<file path="src/rtl/snitch_apb_initiator_pkg.sv">
// Shared types for the snitch APB4 initiator.
// Holds the default APB request/response structs and the width constants behind them.
package snitch_apb_initiator_pkg;

    localparam int unsigned ApbAddrWidth = 32;
    localparam int unsigned ApbDataWidth = 32;
    localparam int unsigned ApbStrbWidth = ApbDataWidth / 8;

    typedef logic [ApbAddrWidth-1:0] apb_addr_t;
    typedef logic [ApbDataWidth-1:0] apb_data_t;
    typedef logic [ApbStrbWidth-1:0] apb_strb_t;
    typedef logic [2:0]              apb_prot_t;

    typedef struct packed {
        apb_addr_t paddr;
        apb_prot_t pprot;
        logic      psel;
        logic      penable;
        logic      pwrite;
        apb_data_t pwdata;
        apb_strb_t pstrb;
    } apb_req_t;

    typedef struct packed {
        logic      pready;
        apb_data_t prdata;
        logic      pslverr;
    } apb_resp_t;

endpackage

</file>
<file path="src/rtl/snitch_apb_initiator.sv">
// APB4 initiator: one valid/ready request becomes one APB transfer, one valid/ready response.
// Ports: clk_i/rst_ni, req_* request channel, rsp_* response channel, timeout_o pulse, apb_req_o/apb_resp_i.
module snitch_apb_initiator
    import snitch_apb_initiator_pkg::*;
#(
    parameter int unsigned AddrWidth     = 32,
    parameter int unsigned DataWidth     = 32,
    parameter int unsigned StrbWidth     = DataWidth / 8,
    parameter int unsigned TimeoutCycles = 256,
    parameter type         apb_req_t     = snitch_apb_initiator_pkg::apb_req_t,
    parameter type         apb_resp_t    = snitch_apb_initiator_pkg::apb_resp_t
) (
    input  logic                 clk_i,
    input  logic                 rst_ni,
    input  logic                 req_valid_i,
    output logic                 req_ready_o,
    input  logic [AddrWidth-1:0] req_addr_i,
    input  logic                 req_write_i,
    input  logic [DataWidth-1:0] req_wdata_i,
    input  logic [StrbWidth-1:0] req_strb_i,
    input  logic [2:0]           req_prot_i,
    output logic                 rsp_valid_o,
    input  logic                 rsp_ready_i,
    output logic [DataWidth-1:0] rsp_rdata_o,
    output logic                 rsp_error_o,
    output logic                 timeout_o,
    output apb_req_t             apb_req_o,
    input  apb_resp_t            apb_resp_i
);

    typedef enum logic [1:0] {
        IDLE   = 2'd0,
        SETUP  = 2'd1,
        ACCESS = 2'd2,
        RESP   = 2'd3
    } state_e;

    state_e state_q, state_d;

    logic [AddrWidth-1:0] addr_q;
    logic                 write_q;
    logic [DataWidth-1:0] wdata_q;
    logic [StrbWidth-1:0] strb_q;
    logic [2:0]           prot_q;
    logic [DataWidth-1:0] rdata_q;
    logic                 error_q;
    logic                 timeout_q;

    logic psel;
    logic penable;
    logic accept;
    logic done;
    logic timeout_hit;

    // Forced abort when the responder stalls too long; pready always wins.
    if (TimeoutCycles > 0) begin : g_timeout
        localparam int unsigned CntW = $clog2(TimeoutCycles + 1);
        logic [CntW-1:0] cnt_q;

        always_ff @(posedge clk_i or negedge rst_ni) begin
            if (!rst_ni) begin
                cnt_q <= '0;
            end else if (state_q == SETUP) begin
                cnt_q <= '0;
            end else if (state_q == ACCESS && !apb_resp_i.pready) begin
                cnt_q <= cnt_q + CntW'(1);
            end
        end

        assign timeout_hit = (state_q == ACCESS)
                           && !apb_resp_i.pready
                           && (cnt_q == CntW'(TimeoutCycles - 1));
    end else begin : g_no_timeout
        assign timeout_hit = 1'b0;
    end

    always_ff @(posedge clk_i or negedge rst_ni) begin
        if (!rst_ni) begin
            state_q <= IDLE;
        end else begin
            state_q <= state_d;
        end
    end

    always_comb begin
        state_d     = state_q;
        req_ready_o = 1'b0;
        rsp_valid_o = 1'b0;
        psel        = 1'b0;
        penable     = 1'b0;
        accept      = 1'b0;
        done        = 1'b0;
        unique case (state_q)
            IDLE: begin
                req_ready_o = 1'b1;
                if (req_valid_i) begin
                    accept  = 1'b1;
                    state_d = SETUP;
                end
            end
            SETUP: begin
                psel    = 1'b1;
                state_d = ACCESS;
            end
            ACCESS: begin
                psel    = 1'b1;
                penable = 1'b1;
                if (apb_resp_i.pready) begin
                    done    = 1'b1;
                    state_d = RESP;
                end else if (timeout_hit) begin
                    state_d = RESP;
                end
            end
            RESP: begin
                rsp_valid_o = 1'b1;
                if (rsp_ready_i) begin
                    state_d = IDLE;
                end
            end
            default: state_d = IDLE;
        endcase
    end

    always_ff @(posedge clk_i or negedge rst_ni) begin
        if (!rst_ni) begin
            addr_q  <= '0;
            write_q <= 1'b0;
            wdata_q <= '0;
            strb_q  <= '0;
            prot_q  <= '0;
        end else if (accept) begin
            addr_q  <= req_addr_i;
            write_q <= req_write_i;
            wdata_q <= req_wdata_i;
            strb_q  <= req_strb_i;
            prot_q  <= req_prot_i;
        end
    end

    always_ff @(posedge clk_i or negedge rst_ni) begin
        if (!rst_ni) begin
            rdata_q   <= '0;
            error_q   <= 1'b0;
            timeout_q <= 1'b0;
        end else begin
            timeout_q <= 1'b0;
            if (done) begin
                rdata_q <= write_q ? '0 : apb_resp_i.prdata;
                error_q <= apb_resp_i.pslverr;
            end else if (timeout_hit) begin
                rdata_q   <= '0;
                error_q   <= 1'b1;
                timeout_q <= 1'b1;
            end
        end
    end

    always_comb begin
        apb_req_o         = '0;
        apb_req_o.paddr   = addr_q;
        apb_req_o.pprot   = prot_q;
        apb_req_o.psel    = psel;
        apb_req_o.penable = penable;
        apb_req_o.pwrite  = write_q;
        apb_req_o.pwdata  = wdata_q;
        // Reads never carry strobes on APB4.
        apb_req_o.pstrb   = write_q ? strb_q : '0;
    end

    assign rsp_rdata_o = rdata_q;
    assign rsp_error_o = error_q;
    assign timeout_o   = timeout_q;

endmodule

</file>
<file path="config.mk">
export PLATFORM = sky130hd
export DESIGN_NAME = snitch_apb_initiator
export DESIGN_NICKNAME = d
export VERILOG_FILES = /design/src/rtl/snitch_apb_initiator_pkg.sv /design/src/rtl/snitch_apb_initiator.sv
export SDC_FILE = /design/constraint.sdc
export NUM_CORES = 1
export LEC_CHECK = 0
export ABC_AREA = 1
export BUFFER_PORTS_ARGS = -buffer_cell sky130_fd_sc_hd__buf_2
export CAP_MARGIN = 20
export CELL_PAD_IN_SITES_DETAIL_PLACEMENT = 2
export CELL_PAD_IN_SITES_GLOBAL_PLACEMENT = 2
export CORE_MARGIN = 3
export CORE_UTILIZATION = 25
export CTS_CLUSTER_SIZE = 25
export DETAILED_ROUTE_END_ITERATION = 6
export PLACE_DENSITY_LB_ADDON = 0.1
export SYNTH_ARGS = -nofsm -noshare
export SYNTH_HDL_FRONTEND = slang
export SYNTH_SLANG_ARGS = --single-unit
</file>
<file path="constraint.sdc">
create_clock -name clk_i -period 1.6 [get_ports clk_i]
set_clock_uncertainty 0.05 [all_clocks]
set_input_delay 0.08 -clock clk_i [delete_from_list [all_inputs] [get_ports clk_i]]
set_output_delay 0.08 -clock clk_i [all_outputs]
set_load 0.01 [all_outputs]
</file>
==> impl_metrics.yaml <==
grt:
  track_usage: 0.170
  grt_pass1_vias: 5021
  grt_max_degree: 39
  antenna_found_initial: 2
  grt_pass1_wl_um: 27000
  gr-total-overflow: 0
job:
  maxCapViolCount: 0
sta:
  max-slew-margin-rel: 0.783
  rsz0062_at_grt: "yes"
  hold_slack_ns: 0.0497
  hold_viol_final: 0
  fin_setup_tns_ns: 0
  fin_crit_sh: 0.988
  worst_pin_slew_ns: 0.325
  maxSlewViolCount: 0
  fin_crit_ns: 1.58
  max_freq_mhz: 632
  finalSetupViolCount: 0
route:
  avgRoutedWirePerCell_um: 17.6
  vias: 4325
  drt-total-wl_um: 17700
  drc_errors: 0
  drt_iter0_drc: 124
  ant_nets: 0
  first_pass_iters: 4
  routed_via_density: 4.32
clock_network:
  worstSkewPairLatency_ns: 0.41
  cts_buffers: 17
  clkTransAtPathRegs_ns: 0.06
  cts_sinks: 117
  htreeDepth: 4
  cts_buffer_depth: 2
  cts-root-buf: "clkbuf_16"
  cts_tree: "yes"
finish:
  fillers: 1867
  area_growth_pct: 74.4
  finalNetCount: 874
  finalInstanceArea_um2: 8150
  final_cells: 1002
  final_layout_size_suffix_gt1_frac: 0.497
place:
  dp_hpwl_um: 11400
  io_buffers: 219
  finalWeightedCongestion: 0.699
  placed_area_um2: 6260
  dpl.cell_count: 852
yosys:
  syn_area_um2: 4670
  yosysSeqAreaShare: 0.626
  avgSynthCellArea_um2: 11.9
  synth-warning-count: 0
  syn_nets: 511
  synth-seq-cells: 117
  yosysUniqueCellTypes: 18
  synth_cells: 394
setup_path:
  cp-start-kind: "flip-flop"
  crit_required_ns: 1.84
  endpoint_kind: "flip-flop"
  crit_type: "flip-flop to flip-flop"
  critPathMaxFanout: 25
  ff2ff_path_depth: 9
  worstPathArrival_ns: 1.82
floorplan:
  dieHeight_um: 143
  start_util: 0.258
  fp.dieArea_um2: 20400
  fp-row-count: 49
  die_x_um: 143
  io_pins: 220
  design.core.area_um2: 18100
power_and_ir_drop:
  switching_share: 0.347
  internal_power_w: 0.00961
  p_comb_frac: 0.400
  power_w: 0.0147
  seq_power_share: 0.343
  peakVddDrop_mv: 0.755
  leakage_nw: 4.17
  powerDensity_nw_per_um2: 1800
  clock_power_share: 0.257
  power.switching_w: 0.00510
worst_hold_path:
  min_path_cells: 4
  min_path_type: "input port to flip-flop"
outcome:
  status: "complete, no violations"
-- power groups by stage --
stage	combinational [W]	clock, W	sequential [W]
after global routing	0.00646	0.00405	0.00524
after CTS	0.00571	0.00391	0.00502
after global placement	0.00516	0	0.00497
after floorplan	0.00213	0	0.00562
final	0.00588	0.00378	0.00505
after detailed placement	0.00533	0	0.00506
-- cells in the final DEF, fill, tap and decap left out, types with 2 or more instances in the layout --
master | Yosys | routed
clkinvlp_4 | 0 | 4
clkinv_2 | 0 | 2
ha_4 | 0 | 2
ha_2 | 0 | 3
nor2_1 | 12 | 10
inv_2 | 0 | 4
o21ai_1 | 3 | 23
nand2_2 | 1 | 7
or2_4 | 1 | 3
buf_2 | 10 | 218
dlygate4sd3_1 | 0 | 106
ha_1 | 7 | 2
dfrtp_1 | 117 | 117
o21ai_0 | 36 | 14
inv_1 | 55 | 51
bufinv_16 | 0 | 2
buf_6 | 0 | 3
buf_12 | 0 | 7
clkbuf_16 | 0 | 18
diode_2 | 0 | 3
inv_6 | 0 | 3
buf_4 | 3 | 22
clkinv_4 | 0 | 3
nand2_1 | 60 | 52
mux2_2 | 72 | 72
a21oi_1 | 6 | 6
nand3_1 | 5 | 4
-- cell type report --
cell class | instances | area [µm²] | share of cell area
timing repair buffer | 358 | 2540 | 0.312
inverter | 55 | 206 | 0.0253
clock buffer | 18 | 439 | 0.0539
sequential | 117 | 2930 | 0.359
clock inverter | 14 | 153 | 0.0187
antenna | 3 | 7.51 | 0.000921
multi-input combinational | 208 | 1590 | 0.195
tap | 229 | 287 | 0.0351
-- worst max-delay path, cell delays in order, from the launching register on --
cell	delay, ns
dfrtp_1	0.38
nand2_2	0.09
nor2_4	0.12
inv_2	0.06
nor3_4	0.15
ha_2	0.23
o21ai_4	0.07
buf_12	0.16
nand2_1	0.06
o21ai_0	0.07
-- synth_stat cells --
cell | number | share of area
dfrtp_1 | 117 | 0.63
mux2_2 | 72 | 0.17
nand2_1 | 60 | 0.048
inv_1 | 55 | 0.044
o21ai_0 | 36 | 0.039
nor2_1 | 12 | 0.0096
buf_2 | 10 | 0.011
ha_1 | 7 | 0.019
a21oi_1 | 6 | 0.0064
nand3_1 | 5 | 0.0054
buf_4 | 3 | 0.0048
clkbuf_2 | 3 | 0.0032
o21ai_1 | 3 | 0.0032
a21o_1 | 1 | 0.0016
nand2_2 | 1 | 0.0013
nand4_1 | 1 | 0.0013
nor3_1 | 1 | 0.0011
or2_4 | 1 | 0.0019
-- state kept, by name, summed over array words and instances (netlist names) --
| name | cells |
|---|---|
| write_q | 1 |
| prot_q | 3 |
| timeout_o | 1 |
| g_timeout.cnt_q | 9 |
| rsp_error_o | 1 |
| wdata_q | 32 |
| addr_q | 32 |
| rsp_rdata_o | 32 |
| strb_q | 4 |
| state_q | 2 |
-- cells by family after synthesis --
family                     count (synthesis)  share of synthesized area
DFF                                      117                      0.626
and+or+nand+nor                           81                     0.0688
muxes                                     72                      0.173
buffers and inverters                     71                     0.0629
AOI/OAI and AO/OA                         46                     0.0498
adders and majority gates                  7                     0.0187
-- metrics by stage --
stage | worst slack (ns) | utilization
floorplan | 0.0122 | -
global placement | -0.00134 | 0.345
detailed placement | -0.0687 | 0.345
CTS | -0.0226 | 0.441
global route | -0.107 | 0.449
finish | 0.0185 | 0.449
-- routing by layer --
layer,global-route usage,wire length (µm)
met3,0.0412,872
met5,0,0
met1,0.185,6700
met2,0.314,9640
met4,0.0730,444
-- timing repair --
| action | 4_1_cts | 5_1_grt |
|---|---|---|
| hold endpoints to repair | 222 | 0 |
| pin swaps | 2 | 8 |
| resized for setup | 8 | 50 |
| setup endpoints to repair | 69 | 90 |
| hold buffers | 106 | 0 |
| buffers inserted | 5 | 1 |
| gates cloned | 1 | 3 |
-- path summary, 6_finish.rpt --
path / startpoint / end / slack [ns]
worst max-delay path: g_timeout.cnt_q[6] / rsp_rdata_o[19] / 0.02
worst min-delay path: apb_resp_i[33] / timeout_o / 0.05
worst max register to register: g_timeout.cnt_q[6] / rsp_rdata_o[19] / 0.02
worst min register to register: rsp_rdata_o[4] / rsp_rdata_o[4] / 0.44
max in group asynchronous: rst_ni / rsp_rdata_o[4] / 0.90
min in group asynchronous: rst_ni / wdata_q[28] / 0.06
(Power assumes the default switching activity.)
